--- src/rtl/i_fetch_pkg.sv ---
// Shared constants and types for the instruction fetch unit.
package i_fetch_pkg;

  localparam int unsigned XLEN = 64;
  localparam int unsigned ILEN = 32;

  localparam logic [XLEN-1:0] RESET_PC_DEFAULT = 64'h0000_0000_0000_0000;
  localparam logic [ILEN-1:0] NOP_INSTR        = 32'h0000_0013;
  localparam logic [XLEN-1:0] PC_STEP          = 64'd4;

  typedef struct packed {
    logic [XLEN-1:0] pc;
    logic [ILEN-1:0] instr;
  } fetch_entry_t;

  function automatic logic [XLEN-1:0] align_pc(input logic [XLEN-1:0] pc);
    return pc & ~(XLEN'(3));
  endfunction

endpackage

--- src/rtl/fetch_fifo.sv ---
// Power-of-two circular FIFO with occupancy count, flush, and combinational head.
module fetch_fifo #(
  parameter int unsigned WIDTH = 32,
  parameter int unsigned DEPTH = 2
) (
  input  logic                   clk,
  input  logic                   rst,
  input  logic                   flush,
  input  logic                   push,
  input  logic [WIDTH-1:0]       push_data,
  input  logic                   pop,
  output logic [WIDTH-1:0]       head_data,
  output logic [$clog2(DEPTH):0] count
);

  localparam int unsigned AW = $clog2(DEPTH);
  localparam logic [AW:0] DEPTH_CNT = (AW+1)'(DEPTH);

  logic [WIDTH-1:0] mem_q [DEPTH];
  logic [WIDTH-1:0] mem_d [DEPTH];
  logic [AW-1:0]    wr_ptr_q, wr_ptr_d;
  logic [AW-1:0]    rd_ptr_q, rd_ptr_d;
  logic [AW:0]      count_q, count_d;
  logic             do_push, do_pop;

  always_comb begin
    do_pop  = pop && (count_q != '0);
    // A pop in the same cycle frees the slot, so push at full is legal then.
    do_push = push && ((count_q != DEPTH_CNT) || do_pop);

    mem_d    = mem_q;
    wr_ptr_d = wr_ptr_q;
    rd_ptr_d = rd_ptr_q;
    count_d  = count_q;

    if (flush) begin
      wr_ptr_d = '0;
      rd_ptr_d = '0;
      count_d  = '0;
    end else begin
      if (do_push) begin
        mem_d[wr_ptr_q] = push_data;
        wr_ptr_d        = wr_ptr_q + AW'(1);
      end
      if (do_pop) begin
        rd_ptr_d = rd_ptr_q + AW'(1);
      end
      case ({do_push, do_pop})
        2'b10:   count_d = count_q + (AW+1)'(1);
        2'b01:   count_d = count_q - (AW+1)'(1);
        default: count_d = count_q;
      endcase
    end
  end

  always_ff @(posedge clk or posedge rst) begin
    if (rst) begin
      for (int unsigned i = 0; i < DEPTH; i++) begin
        mem_q[i] <= '0;
      end
      wr_ptr_q <= '0;
      rd_ptr_q <= '0;
      count_q  <= '0;
    end else begin
      mem_q    <= mem_d;
      wr_ptr_q <= wr_ptr_d;
      rd_ptr_q <= rd_ptr_d;
      count_q  <= count_d;
    end
  end

  assign head_data = mem_q[rd_ptr_q];
  assign count     = count_q;

endmodule

--- src/rtl/i_fetch.sv ---
// Instruction fetch: issues sequential word requests, tracks in-flight responses,
// queues returned words with their PCs, and discards stale responses after a redirect.
module i_fetch
  import i_fetch_pkg::*;
#(
  parameter logic [XLEN-1:0] RESET_PC = RESET_PC_DEFAULT,
  parameter int unsigned     QDEPTH   = 2
) (
  input  logic            clk,
  input  logic            rst,
  output logic            imem_req_valid,
  input  logic            imem_req_ready,
  output logic [XLEN-1:0] imem_req_addr,
  input  logic            imem_resp_valid,
  input  logic [ILEN-1:0] imem_resp_data,
  input  logic            redirect_valid,
  input  logic [XLEN-1:0] redirect_pc,
  output logic            out_valid,
  input  logic            out_ready,
  output logic [ILEN-1:0] out_instr,
  output logic [XLEN-1:0] out_pc
);

  localparam int unsigned CW = $clog2(QDEPTH) + 1;
  localparam logic [CW:0] QDEPTH_SUM = (CW+1)'(QDEPTH);

  logic [XLEN-1:0] fetch_pc_q, fetch_pc_d;
  logic [CW-1:0]   inflight_q, inflight_d;
  logic [CW-1:0]   drop_cnt_q, drop_cnt_d;
  logic [CW-1:0]   q_count, pcf_count;
  logic [XLEN-1:0] pcf_head;
  fetch_entry_t    q_head, q_push_data;
  logic            req_fire, resp_take, resp_keep, out_fire;
  logic            q_push, pcf_pop;

  always_comb begin
    imem_req_valid = !rst && !redirect_valid &&
                     (({1'b0, q_count} + {1'b0, inflight_q}) < QDEPTH_SUM);
    imem_req_addr  = fetch_pc_q;
    req_fire       = imem_req_valid && imem_req_ready;

    resp_take = imem_resp_valid && (inflight_q != '0);
    resp_keep = resp_take && (drop_cnt_q == '0) && (pcf_count != '0);
    // A response landing in a redirect cycle is retired but never queued.
    q_push    = resp_keep && !redirect_valid;
    pcf_pop   = q_push;

    out_valid = (q_count != '0);
    out_instr = q_head.instr;
    out_pc    = q_head.pc;
    out_fire  = out_valid && out_ready;

    q_push_data = '{pc: pcf_head, instr: imem_resp_data};

    inflight_d = inflight_q + CW'(req_fire) - CW'(resp_take);

    drop_cnt_d = drop_cnt_q;
    if (redirect_valid) begin
      drop_cnt_d = inflight_d;
    end else if (resp_take && (drop_cnt_q != '0)) begin
      drop_cnt_d = drop_cnt_q - CW'(1);
    end

    fetch_pc_d = fetch_pc_q;
    if (redirect_valid) begin
      fetch_pc_d = align_pc(redirect_pc);
    end else if (req_fire) begin
      fetch_pc_d = fetch_pc_q + PC_STEP;
    end
  end

  always_ff @(posedge clk or posedge rst) begin
    if (rst) begin
      fetch_pc_q <= align_pc(RESET_PC);
      inflight_q <= '0;
      drop_cnt_q <= '0;
    end else begin
      fetch_pc_q <= fetch_pc_d;
      inflight_q <= inflight_d;
      drop_cnt_q <= drop_cnt_d;
    end
  end

  fetch_fifo #(
    .WIDTH (XLEN),
    .DEPTH (QDEPTH)
  ) u_pc_fifo (
    .clk       (clk),
    .rst       (rst),
    .flush     (redirect_valid),
    .push      (req_fire),
    .push_data (fetch_pc_q),
    .pop       (pcf_pop),
    .head_data (pcf_head),
    .count     (pcf_count)
  );

  fetch_fifo #(
    .WIDTH ($bits(fetch_entry_t)),
    .DEPTH (QDEPTH)
  ) u_queue (
    .clk       (clk),
    .rst       (rst),
    .flush     (redirect_valid),
    .push      (q_push),
    .push_data (q_push_data),
    .pop       (out_fire),
    .head_data (q_head),
    .count     (q_count)
  );

  resp_needs_request: assert property (@(posedge clk) disable iff (rst)
    imem_resp_valid |-> (inflight_q != '0));

  inflight_accounting: assert property (@(posedge clk) disable iff (rst)
    ({1'b0, inflight_q} == ({1'b0, drop_cnt_q} + {1'b0, pcf_count})));

endmodule

--- config.mk ---
export PLATFORM = sky130hd
export DESIGN_NAME = i_fetch
export DESIGN_NICKNAME = d
export VERILOG_FILES = /design/src/rtl/i_fetch_pkg.sv /design/src/rtl/fetch_fifo.sv /design/src/rtl/i_fetch.sv
export SDC_FILE = /design/constraint.sdc
export NUM_CORES = 1
export LEC_CHECK = 0
export CORE_MARGIN = 2
export CORE_UTILIZATION = 50
export CTS_CLUSTER_DIAMETER = 40
export DETAILED_ROUTE_END_ITERATION = 8
export PLACE_DENSITY = 0.83
export SETUP_SLACK_MARGIN = 0.1
export SLEW_MARGIN = 10
export SYNTH_ARGS = -nofsm -noshare
export SYNTH_HDL_FRONTEND = slang
export SYNTH_SLANG_ARGS = --single-unit
--- constraint.sdc ---
create_clock -name clk -period 14 [get_ports clk]
set_input_delay 2.8 -clock clk [delete_from_list [all_inputs] [get_ports clk]]
set_output_delay 2.8 -clock clk [all_outputs]
set_load 0.02 [all_outputs]
* Word-level counts from Yosys, hierarchy flattened *
Cells that the tools add are included.
W data, S select, Z words.

storage, ports and cells
  flip-flop bits (word level) = 396
  input bits = 102
  output and inout port bits = 162
  logic and storage cells = 106

operators by class
  add/sub/neg operators = 13
  order comparisons = 7
  equality and inequality tests = 6
  multiplexer cells = 28
  bitwise operators = 5
  reductions and logical operators = 34

operator list
  operator                 number
  $mux W64                 6
  $mux W96                 4
  $bwmux W192              1
  $bwmux W128              1
  $demux W96 S1            1
  $add A64 B3 Y64 const B  1
  $demux W64 S1            1
  $reduce_bool A2 Y1       10
  $logic_and A1 B1 Y1      15
  $ge A2 B2 Y1 const B     4
  $mux W1                  8
  $mux W2                  4
  $not A1 Y2               4
  $pmux W2 S2              2
  $reduce_bool A3 Y1       2
  $sub A2 B1 Y2 const B    3
  $add A1 B1 Y1 const B    4
  $add A2 B1 Y2 const B    2
  $eq A2 B1 Y1 const B     2
  $eq A2 B2 Y1 const B     2
  $lt A2 B1 Y1 const B     2
  $ne A2 B2 Y1 const B     2
  $reduce_and A2 Y1        2
  $add A2 B2 Y3            1
  other kinds (7)          9

* Longest topological paths before layout *
Gate-level depths: netlist of run 1.

  depth in word-level cells = 11
  depth in mapped cells = 14
  depth with buffers taken out = 11

* Modules after synthesis *
Synthesis of run 1 repeated with hierarchy kept, for this count alone.

second synthesis, totals
  cell total of the unflattened synthesis = 1367
  area, all modules = 18470.2 µm²

by module, submodules not included
  module                   instances  cells each  area each (µm²)  sequential area each (µm²)
  fetch_fifo at u_queue    1          538         8557.0           4904.7
  fetch_fifo at u_pc_fifo  1          366         5916.9           3303.2
  i_fetch                  1          463         3996.3           1651.6

* Worst setup path before layout of run 1 *
OpenSTA, ideal clock, no wires.

  path kind = input to output
  from = in redirect_valid
  to = out imem_req_valid
  arrival = 3328 ps
  data required time = 11200 ps
  setup slack = 7872 ps
  stages on the path = 1
  buffers on the path = 0
  path through = nor4_2

between the ends
  cells in the longest elaborated chain, start to end = 3

ends and longest elaborated chain
  item                              line           text
  from (decl)                       i_fetch.sv:16  input logic redirect_valid,
  $logic_not A1 Y1                  i_fetch.sv:37  imem_req_valid = !rst && !redirect_valid &&
  $logic_and A1 B1 Y1 (2 in a row)  i_fetch.sv:37
  to (decl)                         i_fetch.sv:11  output logic imem_req_valid,

Every way passes these cells.

* Worst setup path after layout of run 1 *
  from = in rst
  to = out imem_req_valid

between the ends
  cells in the longest elaborated chain, start to end = 3

ends and longest elaborated chain
  item                               line           text
  from (decl)                        i_fetch.sv:10  input logic rst,
  $logic_not A1 Y1 (no source line)  -
  $logic_and A1 B1 Y1 (2 in a row)   i_fetch.sv:37

Every way passes these cells.

==> out/metrics.csv, run 1 <==
metric,value,unit
clkLatencyLatePin,590,ps
final_core_util,64.3,%
placementRows,69,
ys_types,66,
p_per_area,175,nW/um^2
peakVddDrop,0.000109,V
path_cells,"clkdlybuf4s50_1, nor4_2, clkdlybuf4s50_1",
wire_per_inst,21.9,um
crit_family,buffers and inverters,
fin_area,22900,um^2
fin_hold_ws,488,ps
drt_pass1_iterations,9,
drtIter0Drc,1116,
fmaxAchievable,140,MHz
path_buf_inv,2,
ys_ff_latch,386,
portBuffers,257,
area_growth,26.5,%
post_cts_resized,0,
stdcell_count,2150,
drt_drc_violations_left,21,
fin_ws,6860,ps
crit_type,input pin to output pin,
cp-start-kind,input pin,
die_h,194,um
grt.total_usage,25.1,%
place_congestion,0.805,
setup_viol,0,
period_share,51.0,%
power_leakage,10.5,nW
syn_area_per_cell,12.8,um^2
timing.setup.tns,0,ps
synthFlopType,dfrtp_1,
cap_violations,0,
drive_above_1_share,35.4,%
start_util,50.8,%
diodes,0,
cts_tree,yes,
synthArstFlopShare,100,%
failed_checks,DRC,
dpl_cell_area,20900,um^2
fp.dieW,194,um
yosysSeqAreaShare,53.3,%
route.vias.total,12941,
root_buffer,clkbuf_16,
hp-class,register to register,
cp_slowest_cell,clkdlybuf4s50_1,
wl,47100,um
grt_start_max_net_pins,194,
ant_nets,0,
finalMaxSlewViolations,0,
grt.overflow.total,0,
cts_buffers,55,
synth_area,18100,um^2
skew,15.9,ps
outcome,finished with violations,
synth_edf_count,0,
drt-vias-per-instance,6.02,
ys_warn_count,0,
core_area,35700,um^2
clockBufferDepth,3,
cp.required,11200,ps
hpwl,29100,um
slew_headroom,31.4,%
fp.dieArea,37800,um^2
slowest_delay,660,ps
io_pins,264,
cts_sinks,386,
cp_data_arrival_time,4340,ps
fin_crit,7140,ps
total_power,4.02,mW
postCtsHoldBufs,0,
dp_cells,2047,
nets,1750,
critPathMaxFanout,2,
worstMarginPinSlew,1030,ps
hold_violations,0,
rsz0062_at_grt,no,
synthCells,1416,
cts.reportedPaths.clkPinSlew,60,ps
grt_pass1_vias,13381,
grt_pass1_wl,75200,um
post-cts-setup-buffers,0,
cts_htree_levels,2,
antenna_found_initial,1,
dp_slack,6890,ps
cp-end-kind,output pin,
cp_common_cell,clkdlybuf4s50_1,
==> area by class of cell <==
| cell class | count | area [um^2] |
|---|---|---|
| tap | 461 | 577 |
| clock inverter | 33 | 467 |
| timing repair buffer | 270 | 2680 |
| inverter | 14 | 60.1 |
| multi-input combinational | 916 | 7960 |
| sequential | 386 | 9660 |
| fill | 2606 | 12700 |
| clock buffer | 70 | 1520 |
==> state kept, by name, indices dropped and copies added, names as in the netlist <==
register	count
u_pc_fifo.rd_ptr_q	1
u_queue.rd_ptr_q	1
u_queue.mem_q	188
u_pc_fifo.count	2
u_queue.count	2
drop_cnt_q	2
u_pc_fifo.mem_q	124
inflight_q	2
u_queue.wr_ptr_q	1
imem_req_addr	62
u_pc_fifo.wr_ptr_q	1
==> cells by family after synthesis <==
group / share of synthesized area, %
xor+xnor: 0.338
flops: 53.3
buf+inv: 2.98
mux: 28.9
compound gates: 5.96
simple gates: 8.12
other cells: 0.0207
fa+ha+maj: 0.387
==> cell usage after synthesis (3+ instances only) <==
cell	count	area share (%)
mux2_2	463	29
dfrtp_1	386	53
nand2_1	101	2.1
clkbuf_1	51	1.1
o21ai_0	48	1.3
nand3_1	36	0.99
nor2_1	32	0.66
buf_2	29	0.80
nand4_1	24	0.83
o211ai_1	20	0.83
and3_1	19	0.66
nor3_1	15	0.41
buf_4	13	0.54
inv_1	13	0.27
a221o_1	12	0.66
a31oi_1	11	0.38
o311ai_0	11	0.53
nor4_1	10	0.35
and2_1	9	0.31
a21o_1	8	0.33
a21oi_1	8	0.22
buf_1	8	0.17
and4_1	7	0.34
nor2b_1	5	0.17
or2_2	5	0.17
xnor2_1	5	0.24
a22oi_1	4	0.17
ha_1	4	0.28
or3_1	4	0.14
a311o_1	3	0.17
a311oi_1	3	0.15
nor4_4	3	0.35
o31ai_1	3	0.12
==> final timing paths <==
check	start	to	slack [ps]	cells past startpoint
max	rst	imem_req_valid	6860	3
min	u_pc_fifo.mem_q[124]	u_pc_fifo.mem_q[124]	490	2
max reg2reg	u_queue.count[0]	u_pc_fifo.mem_q[108]	9630	10
min reg2reg	u_pc_fifo.mem_q[124]	u_pc_fifo.mem_q[124]	490	2
max in group asynchronous	rst	u_queue.rd_ptr_q	9510	3
min in group asynchronous	rst	u_queue.mem_q[118]	2860	2
==> report_power, final <==
part | internal (mW) | switching (mW)
sequential | 1.39 | 0.180
clock | 0.945 | 0.531
combinational | 0.545 | 0.429
total | 2.88 | 1.14
==> tightest hold or removal path, cell delays in order, from the launching register on <==
cell and delay [ps]:
dfrtp_1 350, nand2_1 50, o21ai_0 60
==> routing by layer <==
metal	GRT usage, %	up-vias	share of wire, %
li1	-	5645	-
met1	33.7	6583	42
met2	40.8	600	48
met3	5.05	111	7.7
met4	8.92	2	2.8
met5	0	-	0.034
==> layout by cell type (no fill, tap or decap), drive strengths merged, types with 9 or more instances in the layout <==
cell type,instances
mux2,463
dfrtp,386
clkdlybuf4s50,256
nand2,101
clkbuf,70
o21ai,48
nand3,37
nor2,32
nand4,26
inv,25
o211ai,20
and3,19
nor3,15
nor4,15
buf,14
a221o,13
o311ai,13
a31oi,11
and2,9
bufinv,9
Note: power is estimated with default switching activity, not from simulation.
==> run 2: changes to the inputs <==
- clock period: 14 -> 5.9 ns (I/O delays scaled with it)
==> run 2 against run 1 <==
Effect of this change:
- the run still ends with DRC left
- final cell count about the same
- register-to-register slack got worse by 7300 ps
- non-clock buffer count grew 3
- total power rose by 130%
- clock power increased by 110%
- utilization is 0.47 points lower
- critical path depth unchanged
- setup slack got worse by 5100 ps
- worst hold slack got worse by 13 ps
- wire length down 1.4%
- sequential power grew 140%
- global-route usage down 0.45 points
- critical path type is now register to output pin
- largest cell class unchanged
- highest routed layer unchanged
==> out/metrics.csv, run 2 (synthesis results as in run 1) <==
metric,value,unit
area_growth,25.6,%
cts_buffers,51,
reg2reg_slack,2330,ps
power_leakage,10.4,nW
peakVddDrop,0.000257,V
hp-class,register to register,
period_share,70.8,%
power.switching,2.64,mW
drt_pass1_iterations,9,
dpl_cell_area,21000,um^2
hold_violations,0,
fp.dieArea,37800,um^2
core_area,35700,um^2
fillers,2613,
nets,1749,
skew,20.7,ps
hpwl,29400,um
cp-startpoint,u_queue.rd_ptr_q,
clkLatencyLatePin,580,ps
fin_crit,4180,ps
antenna_found_initial,4,
post-cts-setup-buffers,0,
critPathMaxFanout,46,
place_congestion,0.822,
grt_pass1_wl,73900,um
wire_per_inst,21.6,um
crit_type,register to output pin,
portBuffers,257,
final_core_util,63.8,%
fin_area,22800,um^2
clockBufferDepth,3,
placementRows,69,
worst_r2r_endpoint,u_pc_fifo.mem_q[97],
grt.overflow.total,0,
drt_drc_violations_left,44,
grt_start_max_net_pins,185,
timing.setup.tns,0,ps
cts.reportedPaths.clkPinSlew,60,ps
ant_nets,0,
cts_tree,yes,
cp_data_arrival_time,3000,ps
cap_violations,0,
final_cell_mix,"mux2_2 (463), dfrtp_1 (384), clkdlybuf4s50_1 (256)",
ff2ff_path_depth,8,
dp_slack,1630,ps
start_util,50.8,%
io_pins,264,
fp.dieW,194,um
drt-vias-per-instance,5.96,
postCtsHoldBufs,0,
rsz0062_at_grt,no,
crit_path_end,out_pc[61],
p_per_area,404,nW/um^2
cellInternalPower,6.55,mW
cp-start-kind,register,
setup_viol,0,
cp-end-kind,output pin,
outcome,finished with violations,
drive_above_1_share,35.2,%
drtIter0Drc,1050,
post_cts_resized,0,
cts_htree_levels,2,
finalMaxSlewViolations,0,
p_sw_share,28.7,%
wl,46400,um
failed_checks,DRC,
p_seq_share,40.4,%
slew_headroom,26.7,%
regMostFlops,u_queue.mem_q,
root_buffer,clkbuf_16,
fin_ws,1720,ps
route.vias.total,12796,
grt_pass1_vias,13320,
cts_sinks,386,
worstMarginPinSlew,1100,ps
pwr-share-comb,25.2,%
die_h,194,um
largest_register_ffs,188,
grt.total_usage,24.7,%
cp.required,4720,ps
layout_commonest_cell,mux2_2,
timing.rr.start,u_queue.count[0],
hold_depth,2,
fmaxAchievable,239,MHz
clock_power_share,34.3,%
==> run 2: cell types whose count changed in the layout (fill, tap and decap cells not counted) <==
cell | before | now
buf_12 | 1 | 3
buf_4 | 12 | 13
bufinv_16 | 9 | 5
clkbuf_16 | 56 | 52
clkbuf_8 | 7 | 9
clkinv_2 | 6 | 8
clkinv_4 | 1 | 5
diode_2 | 0 | 3
inv_6 | 8 | 2
inv_8 | 4 | 2
==> run 2: power by group through the flow <==
| stage | logic (mW) | registers, mW | clock network, mW |
|---|---|---|---|
| 2_1_floorplan | 1.48 | 3.65 | 0 |
| 3_3_place_gp | 2.24 | 3.68 | 0 |
| 3_5_place_dp | 2.31 | 3.75 | 0 |
| 4_1_cts | 2.34 | 3.71 | 3.20 |
| 5_1_grt | 2.49 | 3.80 | 3.32 |
| 6_report | 2.32 | 3.72 | 3.15 |
==> run 2: how the worst min path moves through the flow <==
| stage | endpoint | slack [ps] | start |
|---|---|---|---|
| final | u_pc_fifo.mem_q[127] | 480 | u_pc_fifo.mem_q[127] |
| after CTS | u_pc_fifo.mem_q[127] | 480 | u_pc_fifo.mem_q[127] |
| after global placement | u_pc_fifo.mem_q[123] | 460 | u_pc_fifo.mem_q[123] |
| after detailed placement | u_pc_fifo.mem_q[127] | 470 | u_pc_fifo.mem_q[127] |
| after global routing | u_pc_fifo.mem_q[68] | 500 | u_pc_fifo.mem_q[68] |
| after floorplan | u_pc_fifo.mem_q[123] | 450 | u_pc_fifo.mem_q[123] |
==> run 2: per-stage QoR <==
stage | hold WS (ps) | total power [mW] | instances
floorplan | 446 | 5.13 | 1419
global placement | 459 | 5.93 | 2050
detailed placement | 467 | 6.06 | 2050
CTS | 480 | 9.24 | 2145
global route | 500 | 9.61 | 2146
finish | 475 | 9.19 | 2148
==> run 2: final cells by class <==
class,instances,area [um^2],share of cell area (%)
antenna,3,7.51,0.0330
clock buffer,68,1450,6.38
clock inverter,27,320,1.41
inverter,14,56.3,0.247
multi-input combinational,916,7960,35.0
sequential,386,9660,42.5
tap,461,577,2.53
timing repair buffer,273,2730,12.0
==> run 2: per-layer routing <==
metal / up-vias / part of all wire [%] / global-route usage (%)
li1: 5659 / - / -
met1: 6558 / 42 / 32.3
met2: 491 / 48 / 40.6
met3: 84 / 7.5 / 5.88
met4: 4 / 2.3 / 8.01
met5: - / 0.052 / 0
==> run 2: critical path, cell delays in order, from the launching register on <==
cell	delay (ps)
dfrtp_4	880
buf_4	540
mux2_2	400
clkdlybuf4s50_1	590
